`src/rtl/pipeline_ctrl_if.sv`:
```
// Stall/flush bundle between the pipeline stages and the central pipeline controller.
interface pipeline_ctrl_if;
    logic        stallreq_if;
    logic        stallreq_id;
    logic        stallreq_ex;
    logic        stallreq_mem;
    logic [31:0] excepttype;
    logic [31:0] cp0_epc;
    logic [5:0]  stall;
    logic        flush;
    logic [31:0] new_pc;
    logic        stall_timeout;

    modport master (
        output stallreq_if, stallreq_id, stallreq_ex, stallreq_mem, excepttype, cp0_epc,
        input  stall, flush, new_pc, stall_timeout
    );

    modport slave (
        input  stallreq_if, stallreq_id, stallreq_ex, stallreq_mem, excepttype, cp0_epc,
        output stall, flush, new_pc, stall_timeout
    );
endinterface

```
`src/rtl/pipeline_ctrl.sv`:
```
// Central stall/flush controller for the 6-stage pipeline with a stall watchdog.
// Optional performance counters are enabled with the PIPE_PERF_CNT_EN macro.
module pipeline_ctrl #(
    parameter logic [31:0] EXC_BASE      = 32'h0000_0000,
    parameter int          STALL_TIMEOUT = 1024,
    parameter int          CNT_W         = 11
) (
    input  logic        clk,
    input  logic        rst,
    pipeline_ctrl_if.slave ctrl
`ifdef PIPE_PERF_CNT_EN
    ,
    output logic [31:0] perf_stall_cyc,
    output logic [31:0] perf_flush_cnt
`endif
);
    typedef enum logic [1:0] {RUN, STALL, FLUSH} state_t;

    localparam logic [CNT_W-1:0] WDOG_MAX = {CNT_W{1'b1}};
    localparam logic [CNT_W-1:0] WDOG_TRIP = CNT_W'(STALL_TIMEOUT - 1);

    state_t           state_q;
    logic [CNT_W-1:0] wdog_q;
    logic             timeout_q;
    logic             exc_acc;
    logic [5:0]       stall_d;
    logic [31:0]      new_pc_d;

    // FLUSH blocks a second pulse for a held exception code.
    assign exc_acc = !rst && (ctrl.excepttype != 32'h0) && (state_q != FLUSH);

    always_comb begin
        stall_d = 6'b000000;
        if (!rst && !exc_acc && state_q != FLUSH) begin
            if (ctrl.stallreq_mem)
                stall_d = 6'b011111;
            else if (ctrl.stallreq_ex)
                stall_d = 6'b001111;
            else if (ctrl.stallreq_id || ctrl.stallreq_if)
                stall_d = 6'b000111;
        end
    end

    always_comb begin
        new_pc_d = 32'h0;
        if (exc_acc) begin
            case (ctrl.excepttype)
                32'h1:   new_pc_d = EXC_BASE + 32'h20;
                32'he:   new_pc_d = ctrl.cp0_epc;
                default: new_pc_d = EXC_BASE + 32'h40;
            endcase
        end
    end

    assign ctrl.stall         = stall_d;
    assign ctrl.flush         = exc_acc;
    assign ctrl.new_pc        = new_pc_d;
    assign ctrl.stall_timeout = timeout_q;

`ifdef PIPE_PERF_CNT_EN
    logic [31:0] perf_stall_q;
    logic [31:0] perf_flush_q;

    always_ff @(posedge clk) begin
        if (rst) begin
            perf_stall_q <= 32'h0;
            perf_flush_q <= 32'h0;
        end else begin
            if (stall_d != 6'b0) perf_stall_q <= perf_stall_q + 32'h1;
            if (exc_acc)         perf_flush_q <= perf_flush_q + 32'h1;
        end
    end

    assign perf_stall_cyc = perf_stall_q;
    assign perf_flush_cnt = perf_flush_q;
`endif

    always_ff @(posedge clk) begin
        if (rst) begin
            state_q   <= RUN;
            wdog_q    <= '0;
            timeout_q <= 1'b0;
        end else begin
            if (exc_acc)
                state_q <= FLUSH;
            else if (stall_d != 6'b0)
                state_q <= STALL;
            else
                state_q <= RUN;

            if (stall_d == 6'b0 || exc_acc)
                wdog_q <= '0;
            else if (wdog_q != WDOG_MAX)
                wdog_q <= wdog_q + 1'b1;

            // Trip on the cycle the count reaches the limit while still stalled.
            if (stall_d != 6'b0 && wdog_q >= WDOG_TRIP)
                timeout_q <= 1'b1;
        end
    end
endmodule

```
`src/flat_wrapper.sv`:
```
// flat-port wrapper written by rule: the top's interface ports become plain ports
module pipeline_ctrl_flat 
#(
    parameter logic [31:0] EXC_BASE      = 32'h0000_0000,
    parameter int          STALL_TIMEOUT = 1024,
    parameter int          CNT_W         = 11
)
  (clk, rst, ctrl_stallreq_if, ctrl_stallreq_id, ctrl_stallreq_ex, ctrl_stallreq_mem, ctrl_excepttype, ctrl_cp0_epc, ctrl_stall, ctrl_flush, ctrl_new_pc, ctrl_stall_timeout);
  pipeline_ctrl_if ctrl_i ();
  input  logic clk;
  input  logic rst;
  input wire logic [$bits(ctrl_i.stallreq_if)-1:0] ctrl_stallreq_if;
  input wire logic [$bits(ctrl_i.stallreq_id)-1:0] ctrl_stallreq_id;
  input wire logic [$bits(ctrl_i.stallreq_ex)-1:0] ctrl_stallreq_ex;
  input wire logic [$bits(ctrl_i.stallreq_mem)-1:0] ctrl_stallreq_mem;
  input wire logic [$bits(ctrl_i.excepttype)-1:0] ctrl_excepttype;
  input wire logic [$bits(ctrl_i.cp0_epc)-1:0] ctrl_cp0_epc;
  output wire logic [$bits(ctrl_i.stall)-1:0] ctrl_stall;
  output wire logic [$bits(ctrl_i.flush)-1:0] ctrl_flush;
  output wire logic [$bits(ctrl_i.new_pc)-1:0] ctrl_new_pc;
  output wire logic [$bits(ctrl_i.stall_timeout)-1:0] ctrl_stall_timeout;
  assign ctrl_i.stallreq_if = ctrl_stallreq_if;
  assign ctrl_i.stallreq_id = ctrl_stallreq_id;
  assign ctrl_i.stallreq_ex = ctrl_stallreq_ex;
  assign ctrl_i.stallreq_mem = ctrl_stallreq_mem;
  assign ctrl_i.excepttype = ctrl_excepttype;
  assign ctrl_i.cp0_epc = ctrl_cp0_epc;
  assign ctrl_stall = ctrl_i.stall;
  assign ctrl_flush = ctrl_i.flush;
  assign ctrl_new_pc = ctrl_i.new_pc;
  assign ctrl_stall_timeout = ctrl_i.stall_timeout;
  pipeline_ctrl #(.EXC_BASE(EXC_BASE), .STALL_TIMEOUT(STALL_TIMEOUT), .CNT_W(CNT_W)) u_core (.clk(clk), .rst(rst), .ctrl(ctrl_i));
endmodule
```
`config.mk`:
```
export PLATFORM = sky130hd
export DESIGN_NAME = pipeline_ctrl_flat
export DESIGN_NICKNAME = d
export VERILOG_FILES = /design/src/rtl/pipeline_ctrl_if.sv /design/src/rtl/pipeline_ctrl.sv /design/src/flat_wrapper.sv
export SDC_FILE = /design/constraint.sdc
export NUM_CORES = 1
export LEC_CHECK = 0
export ABC_AREA = 1
export BUFFER_PORTS_ARGS = -buffer_cell sky130_fd_sc_hd__buf_2
export CAP_MARGIN = 0
export CORE_MARGIN = 10
export CORE_UTILIZATION = 40
export CTS_CLUSTER_SIZE = 40
export DETAILED_ROUTE_END_ITERATION = 10
export PLACE_DENSITY = 0.91
export SYNTH_ARGS = -nofsm -noshare
export SYNTH_HDL_FRONTEND = slang
export SYNTH_SLANG_ARGS = --single-unit
```
`constraint.sdc`:
```
create_clock -name clk -period 1.65 [get_ports clk]
set_input_delay 0.33 -clock clk [delete_from_list [all_inputs] [get_ports clk]]
set_output_delay 0.33 -clock clk [all_outputs]
set_load 0.02 [all_outputs]
```
==> run metrics, run 1 <==
status=finished with violations; failing checks=setup timing; clk_skew=roughly 0.0054 ns; Syn Area/Cell=between 7 and 8 um^2; cts hold-fix bufs=0; Fin Setup TNS=-13.57 ns; Largest delay share family, worst path=simple AND/OR/NAND/NOR gates; f_max=slightly below 500 MHz; drt pass-1 iters=4; HP Class=primary input to flop; Top Usage Layer GRT=met2; CTS buffer count=3; Mapped Cells=between 150 and 200; WS Path Type=primary input to output port; Crit path largest cell delay=between 0.2 and 0.3 ns; final cycle utilization of the critical path=1.26; fin crit period=between 2 and 2.5 ns; area leader, netlist=nor3b_2; most common cell in the netlist=nor3b_2; met2 Resource Use GR=0.322; Nets=between 300 and 400; first-pass GRT wire length=slightly below 9000 um; synth unique cells=29; Avg WL per Cell=between 15 and 20 um; Power per Cell Area=between 300 and 400 nW/um^2; H-tree depth=1; mux share of post-synthesis cell area=0; setup ws final=-0.424 ns; Die X=a little under 80 um; largest net degree at the start of global routing=20; Required @ worst endpoint=~1.3 ns; maximum VDD drop=between 0.2 and 0.3 mV; core footprint=approximately 3400 um^2; Via Count=1714; crit-path cells=buf_6, nor2_4, nand2_2, nor2_4, nor3b_4, nand2_4, buf_12, nor3b_4, buf_6; Slowest-stage cell, CP=nor3b_4; Buffers on Ports=approximately 110; final hold violation count=0; share of cells above drive strength 1=0.654; crit path max fanout=6; final setup violation count=38; grt met1 use=0.164; Synth Area in Compound Gates=0.0912; DRT Wirelength=approximately 6300 um; FF/Latch Area=between 200 and 300 um^2; main combinational cell family by area after synthesis=simple AND/OR/NAND/NOR gates; Detail Placement HPWL=approximately 4200 um; Worst-Skew Late Latency=0.29 ns; placement-stage worst setup slack=-0.354 ns; sequential share of the synthesized area=0.198; crit end category=output port; total of max-cap violations=0; Leak=about 1.4 nW; total gr overflow=0; Die Height=slightly below 80 um; Root Buffer=clkbuf_4; mapped cell area=roughly 1400 um^2; Area contributors post-synth=nor3b_2, dfxtp_1, nor2_1, nand2_1, buf_6; die area=6310 um^2; row count=21; area delta synth->final=99.9%; Slew Limit Fails=0; routability congestion estimate=0.766; Antenna Diode Count=0; Ys Warns=0; WP data arrival=around 1.7 ns; Adder-Cell Fraction of Synth Area=0.00885; Starting DRT DRC Count=slightly below 80; Fillers=212; IO Pins=110; initial core utilization=0.420; RSZ-0062 raised after global routing=yes; CTS tree=done; Total GRT Usage=0.170; vias in the first global route=about 1800; Buf/Inv on CP=3; Post-route DRC=0; EDFF count, synth=0; Setup crit start kind=primary input; XOR/XNOR share of the synthesized area=0.0186; async set-reset flop share out of synthesis=0; Hold Slack=~0.25 ns; CTS Sinks=14; clock-pin slew on the worst setup and hold paths=roughly 0.090 ns; Global Route met3 Usage=0.0450; Via density=4.87; simple-gate portion of the synthesized area=0.558; FF+latch count, synth=14; Final ANT Viol Nets=0; Longest Clk Path Bufs=2; Syn Nets=251; Yosys top cell area share=0.274; Post-synth top flop=dfxtp_1; top cells by count, synth=nor3b_2, nor2_1, nand2_1; initial antenna violation count=0; multi-input logic area=roughly 1200 um^2
==> registers in the layout (all words and copies together), names as in the netlist <==
name                       count
u_core.ctrl.stall_timeout      1
u_core.wdog_q                 11
u_core.state_q                 2
==> through the flow <==
step / utilization / std cells / instance area, um^2 / power (W)
floorplan: - / 180 / 1600 / 0.000461
global placement: 0.672 / 339 / 2260 / 0.000553
detailed placement: 0.672 / 339 / 2260 / 0.000559
CTS: 0.785 / 348 / 2640 / 0.000819
global route: 0.840 / 352 / 2830 / 0.000913
finish: 0.840 / 352 / 2830 / 0.000871
==> power breakdown <==
part / internal, W / total (W) / switching, W / leakage [nW]
registers: 0.000339 / 0.000340 / 0.000000553 / 0.113
logic: 0.000154 / 0.000277 / 0.000123 / 1.28
clock network: 0.000134 / 0.000255 / 0.000121 / 0.0210
==> routing by layer <==
| layer | routed length, um | vias up | part of all wire |
|---|---|---|---|
| met5 | 0 | - | 0 |
| met4 | 258 | 0 | 0.041 |
| met3 | 378 | 14 | 0.060 |
| met2 | 3600 | 73 | 0.58 |
| met1 | 2010 | 789 | 0.32 |
| li1 | - | 838 | - |
==> final timing paths <==
check                            start                        end  slack, ns  depth (start not counted)
min reg2reg  u_core.ctrl.stall_timeout  u_core.ctrl.stall_timeout       0.45                          2
max reg2reg           u_core.wdog_q[0]           u_core.wdog_q[3]       0.17                          8
max                ctrl_excepttype[12]            ctrl_new_pc[10]      -0.42                          9
min                                rst  u_core.ctrl.stall_timeout       0.25                          2
==> timing repair <==
action / 4_1_cts / 5_1_grt
endpoints found under the setup margin: 38 / 47
setup buffers: 3 / 3
resized for setup: 84 / 28
pin swaps: 16 / 21
cloned: 2 / 2
==> final cells by class <==
cell class / instances / area share
multi-input combinational: 137 / 0.436
timing repair buffer: 132 / 0.405
inverter: 19 / 0.0270
tap: 46 / 0.0204
sequential: 14 / 0.0992
clock buffer: 4 / 0.0128
==> logic make-up after synthesis <==
logic type / after synthesis
DFF: 14
and+or+nand+nor: 113
adders and majority gates: 1
other: 1
xor gates and xnor gates: 3
buffers and inverters: 29
AOI/OAI and AO/OA: 19
==> layout by cell type (no fill, tap or decap) <==
cell	netlist	layout
buf_2	0	63
buf_6	7	46
nor3b_4	0	31
nor2_1	30	24
nand2_1	26	23
inv_1	18	16
buf_4	3	14
dfxtp_1	14	14
nand3_1	8	8
nor2_4	2	8
a21oi_1	8	7
a21oi_2	5	6
buf_12	0	5
nand2_2	3	4
nand2_4	1	3
nand4_1	3	3
o21ai_1	3	3
xor2_1	3	3
clkbuf_4	0	3
nor2_2	2	2
inv_2	1	2
nor3_2	2	2
buf_16	0	2
clkbuf_16	0	2
o21ai_4	1	1
o21ai_2	0	1
or2_2	1	1
nor2_8	1	1
nand3_4	0	1
nor3_1	1	1
inv_6	0	1
and3_1	1	1
o2111ai_1	1	1
ha_1	1	1
conb_1	1	1
clkbuf_8	0	1
Note: power is estimated with default switching activity, not from simulation.
==> inputs of run 2 (changes only) <==
--- a/config.mk
+++ b/config.mk
@@ -6,7 +6,7 @@
 export NUM_CORES = 1
 export LEC_CHECK = 0
 export ABC_AREA = 1
-export BUFFER_PORTS_ARGS = -buffer_cell sky130_fd_sc_hd__buf_2
+export BUFFER_PORTS_ARGS = -buffer_cell sky130_fd_sc_hd__buf_4
 export CAP_MARGIN = 0
 export CORE_MARGIN = 10
 export CORE_UTILIZATION = 40
==> run 2 against run 1 <==
The flow still finishes with violations (setup timing); core utilization increased by 2.3 points; via count up 5.8%; setup slack lost 0.039 ns; flip-flop and latch count stayed put; count of clock-buffer cells in the layout did not move; non-clock buffer count is the same; highest routed layer unchanged; sequential share of layout area fell by 0.18 points.
==> run metrics, run 2 (synthesis gave the netlist of run 1 again) <==
status=finished with violations; failing checks=setup timing; Via density=5.15; DRT Wirelength=7290 um; Longest Clk Path Bufs=2; Worst Setup EP=ctrl_new_pc[14]; routability congestion estimate=approximately 0.84; crit path max fanout=9; clock-pin slew on the worst setup and hold paths=approximately 0.090 ns; H-tree depth=1; HP Class=primary input to flop; worst reg2reg path depth=9; Via Count=between 1500 and 2000; row count=21; Slowest-stage cell, CP=o21ai_4; Largest register FFs=11; Avg WL per Cell=20.7 um; maximum VDD drop=~0.23 mV; final setup violation count=38; RSZ-0062 raised after global routing=yes; largest net degree at the start of global routing=16; most common cell after layout, fill and taps aside=buf_4; Antenna Diode Count=0; total gr overflow=0; vias in the first global route=about 1900; Die Height=around 80 um; CTS tree=done; final hold violation count=0; CTS Sinks=14; share of cells above drive strength 1=0.657; Buf/Inv on CP=4; Leak=about 1.4 nW; r2r setup slk=roughly 0.12 ns; Worst path depth=10; WP data arrival=roughly 1.8 ns; clk_skew=0.00258 ns; area delta synth->final=105%; crit-path cells=buf_6, nor2_4, nand2_2, nor2_4, buf_4, nand2_2, o21ai_4, buf_6, nor3b_4, buf_6; total of max-cap violations=0; CTS buffer count=3; crit end category=output port; WS Path Type=primary input to output port; Worst path most repeated cell=buf_6; core footprint=~3400 um^2; Slew Limit Fails=0; Root Buffer=clkbuf_4; Detail Placement HPWL=4470 um; Buffers on Ports=between 100 and 150; fin crit period=2.11 ns; capture point of the worst reg-to-reg path=u_core.wdog_q[1]; Starting DRT DRC Count=between 70 and 80; setup ws final=-0.462 ns; Critical Path Start=ctrl_excepttype[10]; Worst-Skew Late Latency=0.29 ns; first-pass GRT wire length=about 10000 um; Fin Setup TNS=-15.05 ns; IO Pins=110; Required @ worst endpoint=between 1 and 1.5 ns; Placement Cell Area=between 2000 and 2500 um^2; final cycle utilization of the critical path=1.28; Fillers=between 150 and 200; Setup crit start kind=primary input; design area=between 2000 and 3000 um^2; final core utilization=0.864; most frequent cells in the layout=buf_4, buf_6, nor3b_4, nor2_1, nand2_1; initial core utilization=0.420; Total Power=roughly 0.0009 W; initial antenna violation count=0; Nets=~380; Power per Cell Area=309 nW/um^2; die area=about 6300 um^2; Final ANT Viol Nets=0; Crit path largest cell delay=just under 0.3 ns; f_max=approximately 470 MHz; Reg with most FFs=u_core.wdog_q; drt pass-1 iters=4; Post-route DRC=0; FF-to-FF Start=u_core.wdog_q[0]; Total GRT Usage=0.205; Die X=about 79 um; Largest delay share family, worst path=buffers and inverters
[run 2: repair_timing]
| action | in CTS | in global routing |
|---|---|---|
| pin swaps | 3 | 28 |
| resized for setup | 60 | 16 |
| cloned | 3 | 1 |
| setup endpoints to repair | 39 | 50 |
| hold buffers | 0 | 0 |
| setup buffers | 4 | 6 |
[run 2: final cells by class]
| class | instances | area, um^2 | area share |
|---|---|---|---|
| timing repair buffer | 132 | 1250 | 0.429 |
| sequential | 14 | 283 | 0.0973 |
| clock buffer | 4 | 36.3 | 0.0125 |
| tap | 46 | 57.6 | 0.0198 |
| inverter | 19 | 71.3 | 0.0245 |
| multi-input combinational | 137 | 1210 | 0.417 |
[run 2: per-layer routing]
layer	vias to the layer above	share of wire	global-route usage
li1	842	-	-
met1	862	0.33	0.192
met2	89	0.57	0.405
met3	20	0.052	0.0563
met4	0	0.044	0.0789
met5	-	0	0
[run 2: worst register-to-register path, stage by stage (launching register included)]
cell and delay [ns]:
dfxtp_1 0.34, ha_1 0.17, nand2_1 0.09, nor2_2 0.13, nand2_1 0.12, inv_2 0.11, nand3_4 0.15, buf_4 0.17
nor2_1 0.09, nor2_1 0.05
[run 2: how the worst min path moves through the flow]
stage	start	end	depth (start not counted)
finish	rst	u_core.ctrl.stall_timeout	2
detailed placement	u_core.ctrl.stall_timeout	u_core.ctrl.stall_timeout	2
floorplan	rst	u_core.ctrl.stall_timeout	1
CTS	rst	u_core.ctrl.stall_timeout	2
global placement	u_core.ctrl.stall_timeout	u_core.ctrl.stall_timeout	2
global route	rst	u_core.ctrl.stall_timeout	2
[run 2: power breakdown]
part | switching [W] | internal [W]
Combinational | 0.000123 | 0.000178
Clock | 0.000123 | 0.000135
Sequential | 0.000000675 | 0.000339
Total | 0.000246 | 0.000652
[run 2: through the flow]
step,setup slack [ns],cells,hold slack (ns)
after floorplan,-0.0940,180,0.399
after global placement,-0.340,337,0.437
after detailed placement,-0.406,337,0.444
after CTS,-0.334,348,0.229
after global routing,-0.522,352,0.219
final,-0.462,352,0.219
==> inputs of run 3 (changes only) <==
--- a/config.mk
+++ b/config.mk
@@ -5,14 +5,14 @@
 export SDC_FILE = /design/constraint.sdc
 export NUM_CORES = 1
 export LEC_CHECK = 0
-export ABC_AREA = 1
 export BUFFER_PORTS_ARGS = -buffer_cell sky130_fd_sc_hd__buf_4
 export CAP_MARGIN = 0
 export CORE_MARGIN = 10
-export CORE_UTILIZATION = 40
+export CORE_UTILIZATION = 34
 export CTS_CLUSTER_SIZE = 40
 export DETAILED_ROUTE_END_ITERATION = 10
-export PLACE_DENSITY = 0.91
+export PLACE_DENSITY = 0.89
+export RECOVER_POWER = 50
 export SYNTH_ARGS = -nofsm -noshare
 export SYNTH_HDL_FRONTEND = slang
 export SYNTH_SLANG_ARGS = --single-unit
==> run 3 against run 2 <==
The flow still finishes with violations (setup timing); global-route usage up 3.7 points; power fell by 5.8%; critical path depth shrank 3; non-clock buffer count up 3; register-to-register slack worse by 0.15 ns; clock skew is 0.014 ns higher; critical endpoint is now ctrl_new_pc[28]; largest cell class unchanged.
==> run metrics, run 3 <==
Area contributors post-synth=dfxtp_1, and2_1, nor4_1, nor2_1, a21oi_1; Critical Path Start=u_core.state_q[0]; Via density=a little under 6; routability congestion estimate=between 0.8 and 0.9; clk_skew=around 0.016 ns; DR WL met2=around 4000 um; most frequent cells in the layout=buf_4, buf_6, and2_4, dfxtp_1, nor2_1; mapped cell area=1030 um^2; Buffers on Ports=between 100 and 150; initial core utilization=0.363; Die Height=between 70 and 80 um; IO Pins=110; die area=between 5000 and 6000 um^2; Post-route DRC=0; WP data arrival=between 1.5 and 2 ns; share of cells above drive strength 1=0.728; Setup crit start kind=flop; Longest Clk Path Bufs=2; maximum VDD drop=between 0.2 and 0.25 mV; Mapped Cells=between 100 and 150; failing checks=setup timing; Required @ worst endpoint=1.32 ns; Leak=around 1.2 nW; core footprint=about 2800 um^2; placement-stage worst setup slack=-0.449 ns; design area=between 2000 and 3000 um^2; Syn Nets=204; WS Path Type=flop to output port; Slowest-stage cell, CP=dfxtp_1; Reg with most FFs=u_core.wdog_q; final setup violation count=between 40 and 50; CTS tree=done; FF+latch count, synth=14; Final ANT Viol Nets=0; Met1 Wirelength=roughly 2800 um; final hold violation count=0; vias in the first global route=approximately 1800; Total GRT Usage=0.242; most common cell in the netlist=and2_1; total of max-cap violations=0; async set-reset flop share out of synthesis=0; total gr overflow=0; Top Layer Used=met4; CTS Sinks=14; clock-pin slew on the worst setup and hold paths=roughly 0.1 ns; Ys Warns=0; Antenna Diode Count=0; Placement Cell Area=between 2000 and 2500 um^2; FF-to-FF Start=u_core.state_q[0]; row count=19; status=finished with violations; crit path max fanout=8; HP Class=primary input to flop; Fillers=110; Largest register FFs=11; initial antenna violation count=0; most common cell after layout, fill and taps aside=buf_4; Post-synth top flop=dfxtp_1; top cells by count, synth=and2_1, dfxtp_1, nor2_1; Via Count=between 1500 and 2000; sequential share of the synthesized area=0.273; setup ws final=-0.540 ns; crit end category=output port; Die X=74.9 um; largest net degree at the start of global routing=12; drt pass-1 iters=4; Root Buffer=clkbuf_4; Worst-Skew Late Latency=approximately 0.3 ns; Crit path largest cell delay=about 0.35 ns; Hold Crit Start=rst; fin crit period=2.19 ns; EDFF count, synth=0; first-pass GRT wire length=a little over 10000 um; RSZ-0062 raised after global routing=yes; f_max=457 MHz; CTS buffer count=3; Syn Area/Cell=7.71 um^2; DR WL met3=810 um; Starting DRT DRC Count=roughly 190; Power per Cell Area=about 330 nW/um^2; synth unique cells=39; Nets=around 340; Detail Placement HPWL=between 4000 and 5000 um; Slew Limit Fails=0; H-tree depth=1; Hold Slack=around 0.33 ns; crit-path cells=inv_1, a21o_4, nor4_4, buf_4, buf_6, and2_4, buf_6; area delta synth->final=147%; DRT Wirelength=7950 um; Worst path most repeated cell=buf_6; final cycle utilization of the critical path=1.33; Yosys top cell area share=0.273; area leader, netlist=dfxtp_1; Avg WL per Cell=26.8 um
-- run 3: cell count changes after synthesis, moves of 5 or more --
cell,delta
inv_1,-13
and2_1,+31
a21oi_2,-5
nor4_1,+8
nand2_1,-20
nor2_1,-18
nor3b_2,-31
nand3_1,-6
buf_6,-6
nor3_1,+5
-- run 3: worst paths after layout --
kind / endpoint / slack (ns) / cells after the start
setup reg to reg: u_core.wdog_q[8] / -0.03 / 5
hold reg to reg: u_core.wdog_q[5] / 0.54 / 2
setup / recovery: ctrl_new_pc[28] / -0.54 / 7
hold / removal: u_core.ctrl.stall_timeout / 0.33 / 3
-- run 3: logic make-up after synthesis --
group | after synthesis | share of synthesized area
AO/OA/AOI/OAI | 25 | 0.183
other | 1 | 0.00366
AND/OR/NAND/NOR | 77 | 0.439
adder cells (fa/ha/maj) | 1 | 0.0122
flip-flops | 14 | 0.273
XOR/XNOR | 2 | 0.0171
buffers and inverters | 12 | 0.0622
multiplexers | 1 | 0.00976
-- run 3: critical path, delay by kind of cell, from the launching register on --
family                 cells  cell delay [ns]
AOI/OAI and AO/OA          1             0.24
buffers and inverters      4             0.53
DFF                        1             0.35
and+or+nand+nor            2             0.43
-- run 3: timing repair --
action,in CTS,in global routing
endpoints found under the setup margin,39,46
cloned,3,0
pin swaps,25,24
setup buffers,3,3
endpoints found under the hold margin,0,0
resized for setup,66,39
hold buffers,0,0
-- run 3: through the flow --
step                      utilization  setup TNS (ns)  power, W  cells
final                           0.895          -19.20  0.000846    296
after global routing            0.895          -22.05  0.000860    296
after CTS                       0.841          -13.95  0.000806    293
after detailed placement        0.734          -18.20  0.000546    283
after global placement          0.734          -16.70  0.000541    283
after floorplan                     -           -9.98  0.000377    133
-- run 3: cell type report --
| cell class | instances | area, um^2 | area share |
|---|---|---|---|
| sequential | 14 | 280 | 0.111 |
| timing repair buffer | 135 | 1230 | 0.485 |
| multi-input combinational | 107 | 927 | 0.366 |
| clock buffer | 4 | 36.3 | 0.0143 |
| inverter | 5 | 22.5 | 0.00889 |
| tap | 31 | 38.8 | 0.0153 |
-- run 3: layer usage --
layer / vias up / track usage
met1: 823 / 0.227
met5: - / 0
met2: 157 / 0.456
li1: 743 / -
met3: 28 / 0.0867
met4: 0 / 0.113
-- run 3: power by group --
| part | switching [W] | internal, W |
|---|---|---|
| logic | 0.0000968 | 0.000147 |
| registers | 0.000000820 | 0.000339 |
| clock network | 0.000127 | 0.000135 |
| total | 0.000224 | 0.000621 |
